`src/rtl/spi_reg_bank.sv`:
```
// spi_reg_bank
//   Command/data parser sitting behind the SPI slave byte interface. Each
//   SS-delimited frame is one command byte followed by data bytes:
//     command bit7 = 1 write, 0 read; bits[3:0] = start address; bits[6:4] unused.
//   Holds a 16 x 8-bit register bank. Register 0 is the read-only ID_VALUE.
//   Writes and reads auto-increment the address, wrapping 15 -> 0.
//
//   Byte handshake: rxValid is a one-cycle pulse qualifying rx. There is no
//   backpressure, so every pulse is consumed in the cycle it arrives. The
//   resulting tx byte is visible on the following cycle. The byte interface
//   samples tx no earlier than two cycles after rxValid.
//
// Ports
//   sysClk    system clock, all logic on the rising edge
//   usrReset  synchronous active-high reset
//   SS        raw SPI slave select, active-low, asynchronous to sysClk
//   rxValid   one-cycle pulse, rx holds a received byte
//   rx        received byte
//   tx        next byte for the byte interface to shift out
//   regs      flat register image, bits [8k+7:8k] = register k
//   wrStrobe  one-cycle pulse per accepted register write
//   wrAddr    address of that write
//   wrData    data of that write
module spi_reg_bank #(
    parameter logic [7:0] ID_VALUE = 8'hA5,
    parameter logic [7:0] IDLE_TX  = 8'h00
) (
    input  logic         sysClk,
    input  logic         usrReset,
    input  logic         SS,
    input  logic         rxValid,
    input  logic [7:0]   rx,
    output logic [7:0]   tx,
    output logic [127:0] regs,
    output logic         wrStrobe,
    output logic [3:0]   wrAddr,
    output logic [7:0]   wrData
);

    typedef enum logic [1:0] {
        ST_CMD = 2'd0,
        ST_WR  = 2'd1,
        ST_RD  = 2'd2
    } state_t;

    state_t     state;
    logic [3:0] addr;
    logic [7:0] reg_mem [1:15];

    // SS synchroniser plus one extra stage for rising-edge detection.
    // All stages idle high so that reset never fabricates a frame end.
    logic ss_meta;
    logic ss_sync;
    logic ss_sync_d;
    logic ss_end;

    assign ss_end = ss_sync & ~ss_sync_d;

    always_ff @(posedge sysClk) begin
        if (usrReset) begin
            ss_meta   <= 1'b1;
            ss_sync   <= 1'b1;
            ss_sync_d <= 1'b1;
            state     <= ST_CMD;
            addr      <= 4'd0;
            wrStrobe  <= 1'b0;
            wrAddr    <= 4'd0;
            wrData    <= 8'h00;
            for (int k = 1; k < 16; k++) begin
                reg_mem[k] <= 8'h00;
            end
        end else begin
            ss_meta   <= SS;
            ss_sync   <= ss_meta;
            ss_sync_d <= ss_sync;
            wrStrobe  <= 1'b0;

            if (rxValid) begin
                unique case (state)
                    ST_CMD: begin
                        addr  <= rx[3:0];
                        state <= rx[7] ? ST_WR : ST_RD;
                    end
                    ST_WR: begin
                        // Register 0 is read-only: the byte is consumed
                        // and the address still advances, but no strobe.
                        if (addr != 4'd0) begin
                            reg_mem[addr] <= rx;
                            wrStrobe      <= 1'b1;
                            wrAddr        <= addr;
                            wrData        <= rx;
                        end
                        addr <= addr + 4'd1;
                    end
                    ST_RD: begin
                        // Received byte is filler; only the address advances.
                        addr <= addr + 4'd1;
                    end
                    default: state <= ST_CMD;
                endcase
            end

            // Frame end wins over the state update above, but a byte that
            // arrived in the same cycle has already been processed.
            if (ss_end) begin
                state <= ST_CMD;
            end
        end
    end

    always_comb begin
        regs[7:0] = ID_VALUE;
        for (int k = 1; k < 16; k++) begin
            regs[8*k +: 8] = reg_mem[k];
        end
    end

    always_comb begin
        tx = IDLE_TX;
        if (state == ST_RD) begin
            tx = (addr == 4'd0) ? ID_VALUE : reg_mem[addr];
        end
    end

endmodule

```
`config.mk`:
```
export PLATFORM = sky130hd
export DESIGN_NAME = spi_reg_bank
export DESIGN_NICKNAME = d
export VERILOG_FILES = /design/src/rtl/spi_reg_bank.sv
export SDC_FILE = /design/constraint.sdc
export NUM_CORES = 1
export LEC_CHECK = 0
export CAP_MARGIN = 10
export CELL_PAD_IN_SITES_DETAIL_PLACEMENT = 0
export CELL_PAD_IN_SITES_GLOBAL_PLACEMENT = 2
export CORE_ASPECT_RATIO = 1.1
export CORE_MARGIN = 2
export CORE_UTILIZATION = 38
export CTS_BUF_LIST = sky130_fd_sc_hd__clkbuf_2 sky130_fd_sc_hd__clkbuf_4 sky130_fd_sc_hd__clkbuf_8
export CTS_CLUSTER_SIZE = 10
export DETAILED_ROUTE_END_ITERATION = 12
export HOLD_SLACK_MARGIN = 0.05
export PLACE_DENSITY_LB_ADDON = 0.08
export SLEW_MARGIN = 5
export SYNTH_ARGS = -nofsm -noshare
export SYNTH_HDL_FRONTEND = slang
export SYNTH_SLANG_ARGS = --single-unit
```
`constraint.sdc`:
```
create_clock -name sysClk -period 6.8 [get_ports sysClk]
set_clock_uncertainty 0.1 [all_clocks]
set_input_delay 1.36 -clock sysClk [delete_from_list [all_inputs] [get_ports sysClk]]
set_output_delay 1.36 -clock sysClk [all_outputs]
set_load 0.005 [all_outputs]
```
======== Word level (Yosys, flattened, before mapping) ========
Memory sizes are Yosys's and may differ from the RTL's. A register that Yosys moved wholly into a read port is not among the register bits.
Index checks and enable logic that the tools add are counted.
storage, ports and cells
  memories kept ........................... 1
  logic and storage cells ................. 42
  register bits after elaboration ......... 22
  output and inout bits ................... 149
  input port bits ......................... 12
  bits in writable memories ............... 120
cells by class
  bitwise gates (word level) .............. 3
  equality and inequality tests ........... 2
  add/subtract/negate cells ............... 1
  reduce and logical (&&, ||, !) cells .... 10
  mux-type cells .......................... 17
memory list
  name     words  bits a word  read ports  clocked after Yosys merged registers in  write ports  line  text
  reg_mem  15     8            16          1                                        15           48    logic [7:0] reg_mem [1:15];
operators by type and width
  kind                 count
  $mux 8               3
  $mux 4               3
  $mux 1               8
  $pmux 4 s2           1
  $reduce_or 8->1      1
  $add 4x1->4 const B  1
  $logic_not 4->1      1
  $pmux 2 s2           1
  $reduce_and 2->1     2
  $reduce_bool 4->1    1
  $reduce_or 2->1      2
  $reduce_and 3->1     1
  $eq 2x1->1 const B   1
  $eq 2x2->1 const B   1
  $logic_not 2->1      1
  $mux 2               1
  $not 1->1            2
  $reduce_bool 2->1    1
  $and 1x1->1          1

======== Longest topological paths before layout ========
  word-level depth ........................ 8
  gate-level depth with buffers ........... 8
  depth with buffers taken out ............ 6

======== Worst setup path before layout ========
No wires, ideal clock.
  path type ............................... in2reg
  from .................................... in usrReset
  to ...................................... mem reg_mem[3][0], enable pin
  data arrival time ....................... 2.489 ns
  setup time .............................. 0.330 ns
  path buffers ............................ 3
  stages on the path ...................... 6
  path slack .............................. 3.882 ns
  path through ............................ clkbuf_1 > nor3_2 > buf_6 > and3_4 > buf_6 > or2_1
RTL lines
  item         line  text
  from (decl)  29    input logic usrReset,
  to (decl)    48

==> flow_summary_export.csv <==
group,metric,value,unit
cells_and_area,num-fill-cells,1647,
setup_path,start_kind,"flip-flop",
sta,max_slew.worst_pin.slew,1.15,ns
floorplan,io_pins,161,
synthesis,synth_top_area_cell,"edfxtp_1",
place,gp_congestion,0.794,
cells_and_area,antenna-diode-count,0,
clocking,clk_path_buf_depth,2,
cells_and_area,multiInputGateArea,2500,um2
sta,setup_slack,2.13,ns
sta,period_share,68.6,%
synthesis,avgSynthCellArea,13.7,um2
setup_path,slowest_stage,"dfxtp_2",
sta,final.setup.tns,0,ns
cells_and_area,utilization,49.5,%
power_and_ir_drop,p_leak,3.26,nW
clocking,cts_hold_buf,0,
sta,setup_viol,0,
drt,drt-initial-drc-count,393,
floorplan,core,18500,um2
clocking,cts_tree,"yes",
cells_and_area,area_delta_synth_final,27.5,%
sta,slew_viol_final,0,
synthesis,synth-seq-area-share,60.9,%
cells_and_area,register_area,4370,um2
min_path,min_path_type,"reg -> reg",
cells_and_area,drive_gt1_share,10.4,%
synthesis,synth_top_area_share,53.6,%
setup_path,endpoint_kind,"output port",
min_path,hp-start,"ss_meta",
cells_and_area,layout_commonest_cell,"clkdlybuf4s50_1",
setup_path,critPathMaxFanout,30,
floorplan,die_x,135,um
drt,wl,20.4,mm
clocking,clk_pin_slew,0.08,ns
setup_path,worstPathRequired,5.34,ns
synthesis,netlist_instances,525,
floorplan,dieArea,20000,um2
synthesis,yosys_register_bits,154,
drt,routedWlPerCell,22.2,um
drt,postRouteAntennaNets,0,
global_routing,antenna_found_initial,0,
power_and_ir_drop,ir_drop,0.111,mV
power_and_ir_drop,power,2.02,mW
setup_path,worstReg2RegStart,"addr[0]",
synthesis,synth_area_leaders,"edfxtp_1 (54%), and2_1 (10%), mux4_2 (8.8%), dfxtp_1 (7.3%), buf_6 (2.0%)",
drt,drc_errors,0,
drt,firstDrtPassIters,5,
global_routing,grt_pass1_vias,4630,
synthesis,yosysUniqueCellTypes,38,
global_routing,grt_pass1_wl,29.8,mm
place,pre_cts_slack,2.54,ns
global_routing,overflow,0,
cells_and_area,layout_common_cells,"clkdlybuf4s50_1 (152), edfxtp_1 (128), and2_1 (120)",
cells_and_area,num-nets-final,682,
flow_run,drv_cap,0,
sta,timing.fmax,214,MHz
sta,hold_viol_final,0,
global_routing,grt_max_degree,37,
floorplan,start_util,38.8,%
power_and_ir_drop,powerDensity,221,nW/um2
cells_and_area,post-route-cell-area,9140,um2
synthesis,ys.warnings.count,0,
floorplan,die_y,148,um
clocking,clock_sink_count,154,
status,status,"complete, no violations",
setup_path,path_class,"reg -> out",
clocking,cts_setup_buffers,0,
setup_path,crit_chain,"mux4_2 -> a211oi_1 -> a31oi_1 -> clkdlybuf4s50_1",
drt,vias_per_cell,5.02,
clocking,htree_num_levels,4,
sta,period_needed,4.67,ns
place,port_buffers,152,
setup_path,cp.arrival,3.21,ns
clocking,numCtsBuffers,17,
sta,rsz0062_at_grt,"false",
sta,max_slew_margin,23.0,%
clocking,cts_resized,0,
drt,via_count,4608,
setup_path,slowest_delay,1.01,ns
clocking,root_buffer,"clkbuf_8",
synthesis,syn-cell-area,7170,um2
clocking,clock_latency,0.45,ns
place,place_area,8730,um2
place,hpwlAfterDp,14.7,mm
floorplan,rows,52,
global_routing,grt_usage,20.7,%
==> logic make-up (layout without fill, tap and decap cells) <==
| family | Yosys count | in the layout | share of synthesized area (%) |
|---|---|---|---|
| and+or+nand+nor | 219 | 219 | 18.3 |
| DFF | 154 | 154 | 60.9 |
| buffers and inverters | 57 | 193 | 4.96 |
| AOI/OAI and AO/OA | 44 | 44 | 3.79 |
| muxes | 41 | 41 | 10.6 |
| adders and majority gates | 8 | 8 | 1.40 |
| other | 2 | 16 | 0.105 |
==> final timing paths <==
path	end	slack [ns]	cells past startpoint
setup reg to reg	reg_mem[6][4]	3.59	6
hold reg to reg	ss_sync	0.31	1
hold / removal	ss_sync	0.31	1
setup / recovery	tx[2]	2.13	4
==> state kept, by name (all words and copies together) (netlist names), named ones only <==
name and flops:
ss_meta 1, wrData 8, addr 4, wrStrobe 1
ss_sync_d 1, wrAddr 4, state 2, reg_mem 128
ss_sync 1
==> layer usage <==
metal | share of wire, % | global-route usage, % | up-vias
met1 | 43 | 27.4 | 2272
met2 | 50 | 34.2 | 179
met4 | 1.3 | 5.94 | 0
met5 | 0 | 0 | -
met3 | 5.9 | 4.94 | 22
li1 | - | - | 2135
==> report_power, final <==
group / internal [mW] / total, mW / switching [mW] / leakage, nW
clock network: 0.348 / 0.693 / 0.345 / 0.189
logic: 0.115 / 0.227 / 0.112 / 1.54
registers: 1.05 / 1.10 / 0.0455 / 1.53
==> cells in the mapped netlist <==
master,instances
nand2_1,32
nand4_1,1
or3_1,1
or2_2,3
o21ai_0,2
nor3b_1,1
mux2i_1,13
edfxtp_1,128
a211oi_1,13
nor3b_4,1
o22ai_1,4
nand3_2,1
a22oi_1,1
and3_1,10
buf_6,13
nand3_1,6
a31oi_1,4
a21oi_1,18
nand2b_1,3
buf_2,11
buf_4,8
or3b_1,2
or2_1,15
inv_1,7
conb_1,2
nor2b_1,10
nor3_2,1
and2_1,120
nor2_1,5
dfxtp_1,26
ha_1,8
o2bb2ai_1,1
and4_1,4
a21o_1,1
nor3_1,2
and3_4,1
clkbuf_1,18
mux4_2,28
==> stage by stage <==
| stage | hold slack (ns) | std cells |
|---|---|---|
| after floorplan | 0.289 | 539 |
| after detailed placement | 0.299 | 886 |
| after CTS | 0.318 | 918 |
| final | 0.313 | 918 |
| after global placement | 0.297 | 886 |
| after global routing | 0.333 | 918 |
==> worst max-delay path, delay by kind of cell, from the launching register on <==
family | cells | cell delay [ns]
flip-flops | 1 | 1.01
multiplexers | 1 | 0.60
AO/OA/AOI/OAI | 2 | 0.68
buffers and inverters | 1 | 0.47
==> cell type report <==
class | count | area share (%)
Sequential cell | 154 | 47.8
Multi-Input combinational cell | 328 | 27.4
Clock buffer | 20 | 2.88
Timing Repair Buffer | 154 | 16.8
Inverter | 7 | 0.288
Clock inverter | 12 | 1.55
Tap cell | 243 | 3.33
(Power assumes the default switching activity.)
